$ cat config.mk
export PLATFORM = sky130hd
export DESIGN_NAME = alu_exec_unit
export DESIGN_NICKNAME = d
export VERILOG_FILES = /design/src/rtl/alu_exec_pkg.sv /design/src/rtl/alu_exec_regfile.sv /design/src/rtl/alu_exec_unit.sv
export SDC_FILE = /design/constraint.sdc
export NUM_CORES = 1
export LEC_CHECK = 0
export CAP_MARGIN = 20
export CORE_UTILIZATION = 40
export CTS_CLUSTER_SIZE = 25
export DETAILED_ROUTE_END_ITERATION = 8
export MAX_ROUTING_LAYER = met4
export PLACE_DENSITY = 0.54
export SETUP_SLACK_MARGIN = 0.15
export SLEW_MARGIN = 40
export SYNTH_ARGS = -nofsm -noshare
export SYNTH_HDL_FRONTEND = slang
export SYNTH_SLANG_ARGS = --single-unit
$ cat constraint.sdc
create_clock -name clk -period 2.5 [get_ports clk]
set_input_delay 0.25 -clock clk [delete_from_list [all_inputs] [get_ports clk]]
set_output_delay 0.25 -clock clk [all_outputs]
set_load 0.01 [all_outputs]
$ cat src/rtl/alu_exec_pkg.sv
// Shared definitions for the ALU issue unit: instruction field layout,
// FSM state encoding and operand-load select values.
package alu_exec_pkg;

    // Instruction word layout: {op, td_idx, src1_idx, src2_idx}, 4 bits each
    localparam int OP_MSB = 15;
    localparam int TD_MSB = 11;
    localparam int S1_MSB = 7;
    localparam int S2_MSB = 3;
    localparam int FLD_W  = 4;

    // Operand load port RAM select
    localparam logic LD_SRC1 = 1'b0;
    localparam logic LD_SRC2 = 1'b1;

    typedef enum logic [1:0] {
        IDLE  = 2'd0,
        ISSUE = 2'd1,
        EXEC  = 2'd2,
        WB    = 2'd3
    } state_e;

endpackage

$ cat src/rtl/alu_exec_regfile.sv
// 2**AW x DW register file with async clear, one synchronous write port and
// one registered read port. A same-edge read and write returns the old word.
module alu_exec_regfile #(
    parameter int AW = 4,
    parameter int DW = 16
) (
    input  logic          clk,
    input  logic          rst_n,
    input  logic          we,
    input  logic [AW-1:0] waddr,
    input  logic [DW-1:0] wdata,
    input  logic          re,
    input  logic [AW-1:0] raddr,
    output logic [DW-1:0] rdata
);

    logic [2**AW-1:0][DW-1:0] mem_q;
    logic [DW-1:0]            rdata_q;

    // Storage: cleared on reset, written on strobe
    always_ff @(posedge clk or negedge rst_n) begin
        if (!rst_n)  mem_q        <= '0;
        else if (we) mem_q[waddr] <= wdata;
    end

    // Registered read; holds its value while re is low
    always_ff @(posedge clk or negedge rst_n) begin
        if (!rst_n)  rdata_q <= '0;
        else if (re) rdata_q <= mem_q[raddr];
    end

    assign rdata = rdata_q;

endmodule

$ cat src/rtl/alu_exec_unit.sv
// Sequential issuer for an external combinational ALU. Accepts one
// instruction per handshake, fetches operands from two operand RAMs, captures
// the ALU result/PSW and writes the result into a readable result RAM.
module alu_exec_unit
    import alu_exec_pkg::*;
#(
    parameter int DW = 16,
    parameter int AW = 4,
    parameter int CW = 16
) (
    input  logic          clk,
    input  logic          rst_n,
    input  logic          op_valid,
    output logic          op_ready,
    input  logic [15:0]   op_code,
    input  logic          ld_en,
    input  logic          ld_sel,
    input  logic [AW-1:0] ld_addr,
    input  logic [DW-1:0] ld_data,
    output logic [3:0]    alu_opcode,
    output logic [DW-1:0] alu_src1,
    output logic [DW-1:0] alu_src2,
    output logic [3:0]    alu_src3,
    input  logic [DW-1:0] alu_td,
    input  logic [2:0]    alu_psw,
    input  logic [AW-1:0] rd_addr,
    output logic [DW-1:0] rd_data,
    output logic          done,
    output logic [AW-1:0] done_idx,
    output logic [2:0]    psw_q,
    output logic          busy,
    output logic [CW-1:0] instr_cnt
);

    state_e        state_q;
    logic [15:0]   instr_q;
    logic [DW-1:0] res_q;
    logic [2:0]    psw_r_q;
    logic          ready_q, busy_q, done_q;
    logic [AW-1:0] done_idx_q;
    logic [CW-1:0] cnt_q;

    logic [AW-1:0] td_idx, s1_idx, s2_idx;
    assign td_idx = instr_q[TD_MSB -: AW];
    assign s1_idx = instr_q[S1_MSB -: AW];
    assign s2_idx = instr_q[S2_MSB -: AW];

    // Issue FSM and handshake; every output it drives is registered
    always_ff @(posedge clk or negedge rst_n) begin
        if (!rst_n) begin
            state_q    <= IDLE;
            instr_q    <= '0;
            res_q      <= '0;
            psw_r_q    <= '0;
            psw_q      <= '0;
            ready_q    <= 1'b1;
            busy_q     <= 1'b0;
            done_q     <= 1'b0;
            done_idx_q <= '0;
            cnt_q      <= '0;
        end else begin
            done_q <= 1'b0;
            case (state_q)
                IDLE: if (op_valid && ready_q) begin
                    instr_q <= op_code;
                    ready_q <= 1'b0;
                    busy_q  <= 1'b1;
                    state_q <= ISSUE;
                end
                // operand RAM reads are launched by re below
                ISSUE: state_q <= EXEC;
                EXEC: begin
                    res_q   <= alu_td;
                    psw_r_q <= alu_psw;
                    state_q <= WB;
                end
                WB: begin
                    psw_q      <= psw_r_q;
                    done_q     <= 1'b1;
                    done_idx_q <= td_idx;
                    cnt_q      <= cnt_q + CW'(1);
                    ready_q    <= 1'b1;
                    busy_q     <= 1'b0;
                    state_q    <= IDLE;
                end
                default: state_q <= IDLE;
            endcase
        end
    end

    // Operand RAMs: loads accepted any cycle, read only in ISSUE so the
    // operand outputs stay stable through EXEC
    alu_exec_regfile #(.AW(AW), .DW(DW)) u_src1 (
        .clk(clk), .rst_n(rst_n),
        .we(ld_en && (ld_sel == LD_SRC1)), .waddr(ld_addr), .wdata(ld_data),
        .re(state_q == ISSUE), .raddr(s1_idx), .rdata(alu_src1)
    );

    alu_exec_regfile #(.AW(AW), .DW(DW)) u_src2 (
        .clk(clk), .rst_n(rst_n),
        .we(ld_en && (ld_sel == LD_SRC2)), .waddr(ld_addr), .wdata(ld_data),
        .re(state_q == ISSUE), .raddr(s2_idx), .rdata(alu_src2)
    );

    // Result RAM: written in WB, read every cycle
    alu_exec_regfile #(.AW(AW), .DW(DW)) u_td (
        .clk(clk), .rst_n(rst_n),
        .we(state_q == WB), .waddr(td_idx), .wdata(res_q),
        .re(1'b1), .raddr(rd_addr), .rdata(rd_data)
    );

    assign op_ready   = ready_q;
    assign busy       = busy_q;
    assign done       = done_q;
    assign done_idx   = done_idx_q;
    assign instr_cnt  = cnt_q;
    assign alu_opcode = instr_q[OP_MSB -: FLD_W];
    assign alu_src3   = instr_q[S2_MSB -: FLD_W];

endmodule

* Yosys cells after proc, flatten, opt, wreduce, memory -nomap -nowiden
Index checks and enable logic that the tools add are counted.
** Operators by class
- Reduce and logical (&&, ||, !) cells :: 9
- Add/subtract/negate cells :: 1
- Equality and inequality tests :: 4
- Bitwise operators :: 1
- Multiplexer cells :: 20
- Order comparisons :: 7
** Operator list (count)
- bitwise mux 256 bit :: 3
- binary-select mux 16 bit (select 4 bit) :: 3
- demux 16 bit (select 4 bit) :: 2
- two-way mux 16 bit :: 5
- < comparator 4 x 5 -> 1 bit (second input constant) :: 5
- adder 16 x 1 -> 16 bit (second input constant) :: 1
- greater-or-equal comparator 4 x 1 -> 1 bit (second input constant) :: 2
- case mux 2 bit (4 select lines) :: 1
- logical AND 1 bit :: 5
- == test 2 bit (second input constant) :: 2
- case mux 1 bit (2 select lines) :: 2
- AND reduction 2 bit :: 2
- two-way mux 1 bit :: 3
- == test 2 x 1 -> 1 bit (second input constant) :: 1
- zero test 2 bit :: 1
- two-way mux 2 bit :: 1
- != test 2 bit (second input constant) :: 1
- nonzero test 2 bit :: 1
- NOT 1 bit :: 1
** Word-level totals
- Output and inout bits :: 82
- Input bits :: 64
- Logic and storage cells :: 103
- Register bits after elaboration :: 879

* Depth between registers and ports, before layout
Gate-level depths: netlist (run 1).
- Word-level depth :: 5
- Depth in mapped cells :: 9
- Depth with buffers taken out :: 6

* Hierarchy
From an unflattened synthesis (run 1), not the netlist that was laid out.
** Second synthesis, totals
- Cells, all modules :: 2426
- Area total of the unflattened synthesis :: 39201.3 sq um
** By module, submodules not included
- alu_exec_regfile :: area each 12205.5 sq um, instances 3, cells an instance 748
- alu_exec_unit :: area each 2585.0 sq um, instances 1, cells an instance 182

* Least setup slack after synthesis (run 1)
Ideal clock, no wire load.
- Path kind :: register to register
- From :: reg state_q[0]
- To :: reg u_td.mem_q[69] in the netlist's numbering
- Buffers on the path :: 4
- Setup time :: 125 ps
- Cell stages (with the launch flop) :: 10
- Period minus slack after synthesis :: 2057 ps
- Arrival time :: 1932 ps
- Slack :: 443 ps
- Path through :: dfrtp_1 ha_1 buf_6 nand2_2 or2_1 clkbuf_2 or3_1 buf_6 buf_12 mux2_4
** On the way
- Cells in the longest elaborated chain, start to end :: 1
** RTL lines
- from (decl) :: line alu_exec_unit.sv:35 : state_e state_q;
- from (signal assigned) :: line alu_exec_unit.sv:51 : state_q <= IDLE;
- from (signal assigned) :: line alu_exec_unit.sv:68 : state_q <= ISSUE;
- from (signal assigned) :: line alu_exec_unit.sv:71 : ISSUE: state_q <= EXEC;
- == test 2 bit :: line alu_exec_unit.sv:108 : .we(state_q == WB), .waddr(td_idx), .wdata(res_q),
- via u_td.we :: line alu_exec_regfile.sv:9 : input logic we,
- to (signal, indexed assignment) :: line alu_exec_regfile.sv:23 : else if (we) mem_q[waddr] <= wdata;
- to (decl) :: line alu_exec_regfile.sv:17 : logic [2**AW-1:0][DW-1:0] mem_q;
The timed path passes the listed nets, and every way through them passes these cells.
A chain may end at the register's enable or synchronous reset.

* Final worst setup path (run 1)
- From :: reg instr_q[1]
- To :: out alu_src3[1]
** RTL lines
- from (decl) :: line alu_exec_unit.sv:36 : logic [15:0] instr_q;
- from (signal assigned) :: line alu_exec_unit.sv:65 : instr_q <= op_code;
- to (decl) :: line alu_exec_unit.sv:23 : output logic [3:0] alu_src3,
No word-level cell between the ends.

==> flow_metrics.py, run 1 <==
metrics = {
    "floorplan": {
        "row_count": 113,
        "die_x_um": 313,
        "die_h_um": 313,
        "die_area_um2": 97700,
        "core_area_um2": 95300,
        "io_pins": 146,
        "start_util_pct": 40.5,
    },
    "placement": {
        "portBuffers": 145,
        "dpl-instance-area_um2": 42500,
        "gp_congestion": 0.753,
        "dpl.hpwl_mm": 59.6,
        "place_ws_ns": 0.155,
    },
    "synth": {
        "synthFlopType": "dfrtp_1",
        "syn_nets": 2443,
        "synth_edf_count": 0,
        "synth_area_um2": 38600,
        "yosysWarningCount": 0,
        "synthDistinctLibCells": 40,
        "synth_top_cell_area_share_pct": 57.0,
        "synthCells": 2374,
        "yosysSeqAreaShare_pct": 57.0,
        "synthTopCellsByArea": "dfrtp_1 (57%), mux2_2 (24%), mux4_2 (12%)",
        "avgSynthCellArea_um2": 16.2,
        "async_reset_ff_share_pct": 100,
        "synth_area_leader_cell": "dfrtp_1",
        "ys_seq_elements": 879,
    },
    "setup_path": {
        "cp.arrival_ns": 1.96,
        "rr_worst_depth": 6,
        "crit_required_ns": 2.25,
        "worstReg2RegStart": "state_q[1]",
        "cp-end-kind": "primary output",
        "reg2reg_to": "u_td.mem_q[188]",
        "crit_type": "flop to primary output",
        "startpoint_type": "flop",
        "regToRegSetupSlack_ns": 0.35,
        "worst-path-max-fanout": 11,
    },
    "global_routing": {
        "antenna_found_initial": 0,
        "first_global_vias": 23842,
        "grt_overflow": 0,
        "grt_first_pass_wirelength_mm": 149,
        "grt_start_max_net_pins": 107,
        "grt_usage_pct": 20.5,
    },
    "sta": {
        "hold_viol_final": 0,
        "fmax_ghz": 0.453,
        "fin_tns_setup_ns": 0,
        "setup_viol": 0,
        "rsz0062_at_grt": "false",
        "clock_skew_ns": 0.0206,
        "fin_crit_ns": 2.21,
        "relSlewSlack_pct": 58.8,
        "period_share_pct": 88.3,
        "drv_slew": 0,
        "tightestPinTransition_ns": 0.618,
        "layout_setup_ws_ns": 0.292,
    },
    "detailed_routing": {
        "wl_mm": 94.7,
        "dr_wl_met3_mm": 2.64,
        "routedWlPerCell_um": 24.2,
        "via_count": 21308,
        "met2RoutedLength_mm": 48.4,
        "dr.first_iter.drc_count": 1045,
        "top_layer": "met4",
        "dr.pass1.iters": 6,
        "drc": 0,
        "antenna_left": 0,
        "avgViaCountPerCell": 5.45,
        "drt-met1-wl_mm": 41.7,
    },
    "power_and_ir_drop": {
        "p_leak_uw": 0.0203,
        "p_per_area_nw_per_um2": 1100,
        "vdd_drop_max_mv": 0.688,
    },
    "job": {
        "maxCapViolations": 0,
    },
    "final_layout": {
        "layout_common_cells": "dfrtp_1 (874), mux2_2 (832), mux4_2 (208)",
        "seq_area_um2": 22000,
        "fillers": 8157,
        "drive_above_1_share_pct": 53.0,
        "num-nets-final": 2633,
        "final_common_cell": "dfrtp_1",
        "fin_util_pct": 48.1,
        "multi_input_area_um2": 15600,
        "design_area_um2": 45900,
        "syn2layout_area_growth_pct": 18.9,
    },
    "cts": {
        "root_buffer": "clkbuf_16",
        "clock_latency_ns": 0.66,
        "clk_transition_reported_paths_ns": 0.06,
        "clk_path_buf_depth": 3,
        "ctsHtreeMaxLevel": 3,
        "cts_made_buffers": 96,
        "cts.sinks": 879,
        "cts_tree": "yes",
    },
    "run_status": {
        "status": "finished clean",
    },
    "worst_hold_path": {
        "hold_path_class": "input port to async pin",
    },
}
## synthesized netlist by cell type (5+ instances only)
master	instances
nand3_1	6
mux4_2	208
buf_2	76
mux2_2	832
dfrtp_1	878
clkbuf_1	110
buf_4	14
xnor2_1	9
nor2_1	23
nor2b_1	5
ha_1	5
mux2_4	10
nand2_1	22
o22ai_1	64
nand2b_1	10
xor2_1	6
nand2_2	5
a21oi_1	37
buf_1	8
## report_power, final
group,total [µW],switching [µW],internal [µW]
clock,14700,5720,9000
combinational,14500,5890,8560
sequential,21200,2880,18300
total,50400,14500,35900
## cells by family after synthesis
| group | after synthesis | share of synthesized area (%) |
|---|---|---|
| compound gates | 104 | 1.56 |
| xor+xnor | 15 | 0.341 |
| fa+ha+maj | 5 | 0.162 |
| buf+inv | 216 | 2.57 |
| flops | 879 | 57.0 |
| mux | 1050 | 36.8 |
| simple gates | 105 | 1.51 |
## worst max path at each step
stage | startpoint | endpoint | slack, ns
after floorplan | state_q[0] | u_td.mem_q[69] | 0.44
after global placement | ld_addr[3] | u_src2.mem_q[203] | 0.21
after detailed placement | ld_addr[2] | u_src2.mem_q[204] | 0.16
after CTS | instr_q[1] | alu_src3[1] | 0.21
after global routing | instr_q[1] | alu_src3[1] | 0.19
final | instr_q[1] | alu_src3[1] | 0.29
## stage by stage
step	cells	hold slack, ns	power, µW
final	3910	0.153	50400
after global routing	3909	0.161	53100
after CTS	3909	0.124	51100
after detailed placement	3725	0.247	36000
after global placement	3725	0.244	35400
after floorplan	2374	-0.0456	30400
## critical path: stages (launching register included)
cell and delay (ns):
dfrtp_2 0.51, buf_6 0.22, clkdlybuf4s50_1 0.56
## final cells by class
cell class                      count  share of cell area (%)
Timing Repair Buffer              304                    7.22
Antenna cell                        1                 0.00545
Clock buffer                      150                    6.34
Sequential cell                   879                    48.0
Multi-Input combinational cell   1279                    34.1
Clock inverter                     28                   0.897
Inverter                            4                  0.0327
Tap cell                         1265                    3.45
## repair_timing
| action | CTS | global route |
|---|---|---|
| setup endpoints to repair | 2 | 0 |
| hold buffers | 1 | 0 |
| buffers inserted | 5 | 0 |
| endpoints found under the hold margin | 95 | 0 |
| resized for setup | 1 | 0 |
## routing by layer
metal	up-vias	track usage (%)
met5	-	-
met2	315	34.0
li1	9191	-
met1	11661	26.9
met4	0	4.83
met3	141	2.66
## registers in the layout (all words and copies together) (netlist names)
register      count
instr_q          16
u_src2.rdata     16
psw_q             3
u_td.mem_q      256
res_q            16
done_idx          4
op_ready          1
u_src1.rdata     16
state_q           2
busy              1
instr_cnt        16
u_td.rdata       16
psw_r_q           3
u_src2.mem_q    256
u_src1.mem_q    256
done              1
(Power assumes the default switching activity.)
==> run 2, diff against run 1 <==
- clock period: 2.5 -> 2.6 ns (I/O delays scaled with it)
==> run 2 against run 1 <==
  * Final cell count down 0.38%
  * Hold slack got worse by 0.050 ns
  * Sequential power shrank 3%
  * Setup slack got worse by 0.022 ns
  * Cell area down 0.50%
  * Sequential share of layout area grew 0.25 points
  * First-iteration DRC count decreased by 13%
  * Combinational power is 6% lower
  * Non-clock buffer count down 14
  * Clock-buffer cell count is 3 lower
  * Critical path depth is the same
  * Global-route usage down 0.13 points
  * Critical path type unchanged
==> flow_metrics.py, run 2 (same netlist as run 1, synthesis figures left out) <==
metrics = {
    "power_and_ir_drop": {
        "p_leak_uw": 0.0201,
        "vdd_drop_max_mv": 0.720,
        "intPower_uw": 34000,
        "power_frac_seq_pct": 42.7,
        "combPwrFrac_pct": 28.6,
        "p_sw_share_pct": 29.3,
        "p_per_area_nw_per_um2": 1050,
        "clockPowerShare_pct": 28.7,
        "p_sw_uw": 14100,
    },
    "floorplan": {
        "die_h_um": 313,
        "io_pins": 146,
        "die_x_um": 313,
        "core_area_um2": 95300,
        "row_count": 113,
        "die_area_um2": 97700,
        "start_util_pct": 40.5,
    },
    "cts": {
        "clk_path_buf_depth": 3,
        "ctsHtreeMaxLevel": 3,
        "cts_made_buffers": 96,
        "cts_tree": "yes",
        "clock_latency_ns": 0.69,
        "root_buffer": "clkbuf_16",
        "cts.sinks": 879,
        "clk_transition_reported_paths_ns": 0.06,
    },
    "sta": {
        "period_share_pct": 89.6,
        "fin_crit_ns": 2.33,
        "clock_skew_ns": 0.0382,
        "setup_viol": 0,
        "tightestPinTransition_ns": 0.668,
        "rsz0062_at_grt": "false",
        "layout_setup_ws_ns": 0.270,
        "hold_viol_final": 0,
        "fmax_ghz": 0.429,
        "relSlewSlack_pct": 55.4,
        "drv_slew": 0,
        "fin_tns_setup_ns": 0,
        "timing.hold.ws_ns": 0.103,
    },
    "setup_path": {
        "rr_worst_depth": 6,
        "worstReg2RegStart": "state_q[0]",
        "startpoint_type": "flop",
        "crit_slowest_cell": "clkdlybuf4s50_1",
        "cp.arrival_ns": 2.07,
        "worst-path-max-fanout": 11,
        "crit_required_ns": 2.34,
        "critPathMaxStageDelay_ns": 0.57,
        "startpoint": "instr_q[3]",
        "crit_type": "flop to primary output",
        "crit_chain": "buf_4 > clkdlybuf4s50_1",
        "cp-end-kind": "primary output",
    },
    "global_routing": {
        "antenna_found_initial": 1,
        "grt_overflow": 0,
        "grt_usage_pct": 20.4,
        "grt_start_max_net_pins": 117,
        "first_global_vias": 24098,
        "grt_first_pass_wirelength_mm": 148,
    },
    "placement": {
        "gp_congestion": 0.747,
        "portBuffers": 145,
        "place_ws_ns": 0.0827,
        "dpl.hpwl_mm": 59.8,
    },
    "detailed_routing": {
        "routedWlPerCell_um": 24.2,
        "antenna_left": 0,
        "drc": 0,
        "wl_mm": 94.3,
        "dr.pass1.iters": 4,
        "avgViaCountPerCell": 5.48,
        "dr.first_iter.drc_count": 905,
        "via_count": 21363,
    },
    "final_layout": {
        "syn2layout_area_growth_pct": 18.3,
        "final_common_cell": "dfrtp_1",
        "layout_common_cells": "dfrtp_1 (873), mux2_2 (832), mux4_2 (208)",
        "multi_input_area_um2": 15600,
        "diodes": 0,
        "top_regs": "u_src1.mem_q (256), u_src2.mem_q (256), u_td.mem_q (256)",
        "drive_above_1_share_pct": 52.9,
        "seq_area_um2": 22000,
        "fin_util_pct": 47.9,
        "num-nets-final": 2619,
        "fillers": 8122,
    },
    "run_status": {
        "status": "finished clean",
    },
    "worst_hold_path": {
        "hold_path_class": "input port to async pin",
    },
    "job": {
        "maxCapViolations": 0,
    },
}
-- run 2: cell types whose count changed in the layout (fill, tap and decap cells not counted), moves of 3 or more --
| cell | before | now |
|---|---|---|
| buf_4 | 105 | 97 |
| bufinv_16 | 10 | 4 |
| buf_12 | 53 | 48 |
| clkbuf_1 | 26 | 22 |
| clkinv_2 | 14 | 18 |
| clkinv_16 | 0 | 3 |
-- run 2: through the flow --
stage,area [µm²],cells,total power [µW]
2_1_floorplan,38600,2374,29300
3_3_place_gp,42400,3716,34100
3_5_place_dp,42400,3716,34700
4_1_cts,45600,3895,48800
5_1_grt,45600,3895,50600
6_report,45600,3895,48100
-- run 2: layer usage --
layer | share of wire [%] | vias up | GRT usage [%]
met3 | 2.8 | 157 | 2.83
met5 | 0 | - | -
met1 | 44 | 11696 | 26.2
met4 | 2.4 | 0 | 5.54
met2 | 51 | 332 | 33.8
li1 | - | 9178 | -
-- run 2: what timing repair did --
item / in CTS / in global routing
gates resized for setup: 1 / 0
hold endpoints to repair: 451 / 0
hold buffers: 1 / 0
setup endpoints to repair: 1 / 0
setup buffers: 0 / 0
-- run 2: cell type report --
type / count / area share [%]
Tap cell: 1265 / 3.47
Multi-Input combinational cell: 1279 / 34.3
Clock buffer: 147 / 6.34
Timing Repair Buffer: 290 / 6.88
Inverter: 4 / 0.0329
Sequential cell: 879 / 48.2
Clock inverter: 31 / 0.800
-- run 2: worst max-delay path, delay by kind of cell (launching register included) --
kind | cells | cell delay [ns]
flip-flops | 1 | 0.52
buffers and inverters | 2 | 0.86
-- run 2: path summary, 6_finish.rpt --
path,to,slack (ns)
worst max-delay path,alu_src3[3],0.27
worst min-delay path,u_td.mem_q[11],0.10
worst max register to register,u_td.mem_q[71],0.33
worst min register to register,instr_cnt[11],0.48
max in group asynchronous,u_src1.mem_q[117],1.49
min in group clk,instr_q[3],0.18
-- run 2: power groups by stage --
stage	clock (µW)	combinational (µW)	sequential (µW)
2_1_floorplan	0	9760	19500
3_3_place_gp	0	13700	20400
3_5_place_dp	0	14000	20800
4_1_cts	14200	14000	20500
5_1_grt	14700	14800	21100
6_report	13800	13700	20500
==> run 3, diff against run 2 <==
- CORE_MARGIN: default -> 4
- SYNTH_HIERARCHICAL: default -> 1
==> run 3 against run 2 <==
  * First-iteration DRC count rose by 18%
  * Via count is 1.6% higher
  * Global-route usage shrank 0.61 points
  * Non-clock buffer count shrank 13
  * Synthesized cell count increased by 2.2%
  * Hold slack improved by 0.031 ns
  * Clock skew decreased by 0.011 ns
  * Total power fell by 0.97%
  * Critical endpoint is now alu_src3[2]
==> flow_metrics.py, run 3 <==
metrics = {
    "worst_hold_path": {
        "hold_path_class": "input port to async pin",
    },
    "placement": {
        "portBuffers": 145,
        "dpl-instance-area_um2": 42700,
        "dpl.hpwl_mm": 60.4,
        "gp_congestion": 0.743,
    },
    "synth": {
        "synthXorXnorAreaFrac_pct": 0.335,
        "synthFlopType": "dfrtp_1",
        "synth-compound-area-share_pct": 1.93,
        "synth_area_um2": 39200,
        "ys_seq_elements": 879,
        "synth_most_common_cell": "dfrtp_1",
        "async_reset_ff_share_pct": 100,
        "avgSynthCellArea_um2": 16.2,
        "synth_area_leader_cell": "dfrtp_1",
        "synth_edf_count": 0,
        "synth_top_cell_area_share_pct": 56.0,
        "synth_top_family_by_area": "multiplexers",
        "synthCells": 2426,
        "yosysSeqAreaShare_pct": 56.1,
        "synthTopCellsByCount": "dfrtp_1 (878), mux2_2 (778), mux4_2 (192)",
        "synth-simple-area-share_pct": 2.63,
        "synthTopCellsByArea": "dfrtp_1 (56%), mux2_2 (22%), mux4_2 (11%)",
        "yosysWarningCount": 6,
        "syn_nets": 2495,
        "synthDistinctLibCells": 44,
        "yosys.area_share.adder_pct": 0.160,
        "synth_mux_area_share_pct": 35.8,
    },
    "global_routing": {
        "grt_start_max_net_pins": 116,
        "antenna_found_initial": 0,
        "grt_usage_pct": 19.8,
        "grt_overflow": 0,
        "grt_first_pass_wirelength_mm": 152,
        "first_global_vias": 24610,
    },
    "sta": {
        "fmax_ghz": 0.429,
        "setup_viol": 0,
        "fin_crit_ns": 2.33,
        "period_share_pct": 89.7,
        "hold_viol_final": 0,
        "fin_tns_setup_ns": 0,
        "rsz0062_at_grt": "false",
        "clock_skew_ns": 0.0277,
        "timing.hold.ws_ns": 0.134,
        "relSlewSlack_pct": 47.5,
        "drv_slew": 0,
        "tightestPinTransition_ns": 0.788,
    },
    "setup_path": {
        "worstReg2RegStart": "instr_q[10]",
        "regToRegSetupSlack_ns": 0.50,
        "worst-path-max-fanout": 14,
        "startpoint": "instr_q[2]",
        "cp-end-kind": "primary output",
        "crit_end": "alu_src3[2]",
        "cp.arrival_ns": 2.07,
        "crit_type": "flop to primary output",
        "crit_required_ns": 2.34,
        "startpoint_type": "flop",
        "rr_worst_depth": 4,
        "reg2reg_to": "u_td/mem_q[118]",
    },
    "floorplan": {
        "start_util_pct": 40.4,
        "die_x_um": 321,
        "core_area_um2": 97000,
        "io_pins": 146,
        "die_h_um": 321,
        "row_count": 114,
        "die_area_um2": 103000,
    },
    "detailed_routing": {
        "drc": 0,
        "dr.pass1.iters": 4,
        "dr.first_iter.drc_count": 1068,
        "via_count": 21699,
        "routedWlPerCell_um": 24.7,
        "wl_mm": 97.4,
        "antenna_left": 0,
        "avgViaCountPerCell": 5.49,
    },
    "final_layout": {
        "layout_common_cells": "dfrtp_1 (874), mux2_2 (778), mux4_2 (192)",
        "num-nets-final": 2666,
        "final_common_cell": "dfrtp_1",
        "syn2layout_area_growth_pct": 17.2,
        "fillers": 8359,
        "top_regs": "u_src1/mem_q (256), u_src2/mem_q (256), u_td/mem_q (256)",
        "design_area_um2": 45900,
        "drive_above_1_share_pct": 50.2,
        "diodes": 0,
    },
    "cts": {
        "cts.sinks": 879,
        "cts_made_buffers": 97,
        "root_buffer": "clkbuf_16",
        "ctsHtreeMaxLevel": 3,
        "clk_transition_reported_paths_ns": 0.06,
        "post_cts_resized": 0,
        "cts_tree": "yes",
        "clock_latency_ns": 0.67,
        "clk_path_buf_depth": 3,
    },
    "power_and_ir_drop": {
        "p_per_area_nw_per_um2": 1040,
        "p_leak_uw": 0.0202,
        "vdd_drop_max_mv": 0.606,
    },
    "run_status": {
        "status": "finished clean",
    },
    "job": {
        "maxCapViolations": 0,
    },
}
run 3: what timing repair did:
| action | in CTS | in global routing |
|---|---|---|
| endpoints found under the setup margin | 2 | 0 |
| endpoints found under the hold margin | 228 | 0 |
| buffers inserted | 2 | 0 |
| hold buffers | 1 | 0 |
run 3: cells by family (layout without fill, tap and decap cells):
family,Yosys count,in the layout
xor+xnor,15,15
mux,1051,1051
fa+ha+maj,5,5
buf+inv,209,456
simple gates,164,164
flops,879,879
compound gates,102,102
other cells,1,1
run 3: layout make-up:
| class | count | area (µm²) | share of cell area [%] |
|---|---|---|---|
| clock inverter | 23 | 314 | 0.684 |
| sequential | 879 | 22000 | 47.9 |
| clock buffer | 152 | 2880 | 6.28 |
| inverter | 4 | 15.0 | 0.0327 |
| timing repair buffer | 277 | 3020 | 6.57 |
| tap | 1276 | 1600 | 3.48 |
| multi-input combinational | 1338 | 16100 | 35.0 |
run 3: per-layer routing:
layer	track usage [%]	share of wire [%]	routed length, µm
met5	-	0	0
met4	4.67	2.2	2130
met3	2.38	2.6	2520
met2	34.3	52	51000
met1	25.0	43	41800
run 3: worst min path at each step:
stage,end,slack (ns),depth (start not counted)
after CTS,u_src2/mem_q[28],0.09,2
after floorplan,busy,-0.04,0
after detailed placement,u_src2/mem_q[126],0.22,1
after global placement,u_src2/mem_q[62],0.22,1
final,u_src2/mem_q[28],0.13,2
after global routing,u_src2/mem_q[220],0.12,2
run 3: power breakdown:
group	switching, µW	total, µW	internal [µW]
combinational	5590	13500	7910
clock	5610	13600	8030
sequential	2920	20400	17500
run 3: through the flow:
stage | worst slack (ns) | instances | power (µW) | util (%)
floorplan | 0.723 | 2426 | 29200 | -
global placement | 0.175 | 3771 | 33800 | 44.0
detailed placement | 0.133 | 3771 | 34500 | 44.0
CTS | 0.180 | 3949 | 48400 | 47.4
global route | 0.171 | 3949 | 50300 | 47.4
finish | 0.268 | 3949 | 47600 | 47.4
run 3: worst max-delay path, cell delays in order (launching register included):
cell and delay (ns):
dfrtp_4 0.46, buf_12 0.18, buf_4 0.20, clkdlybuf4s50_1 0.56
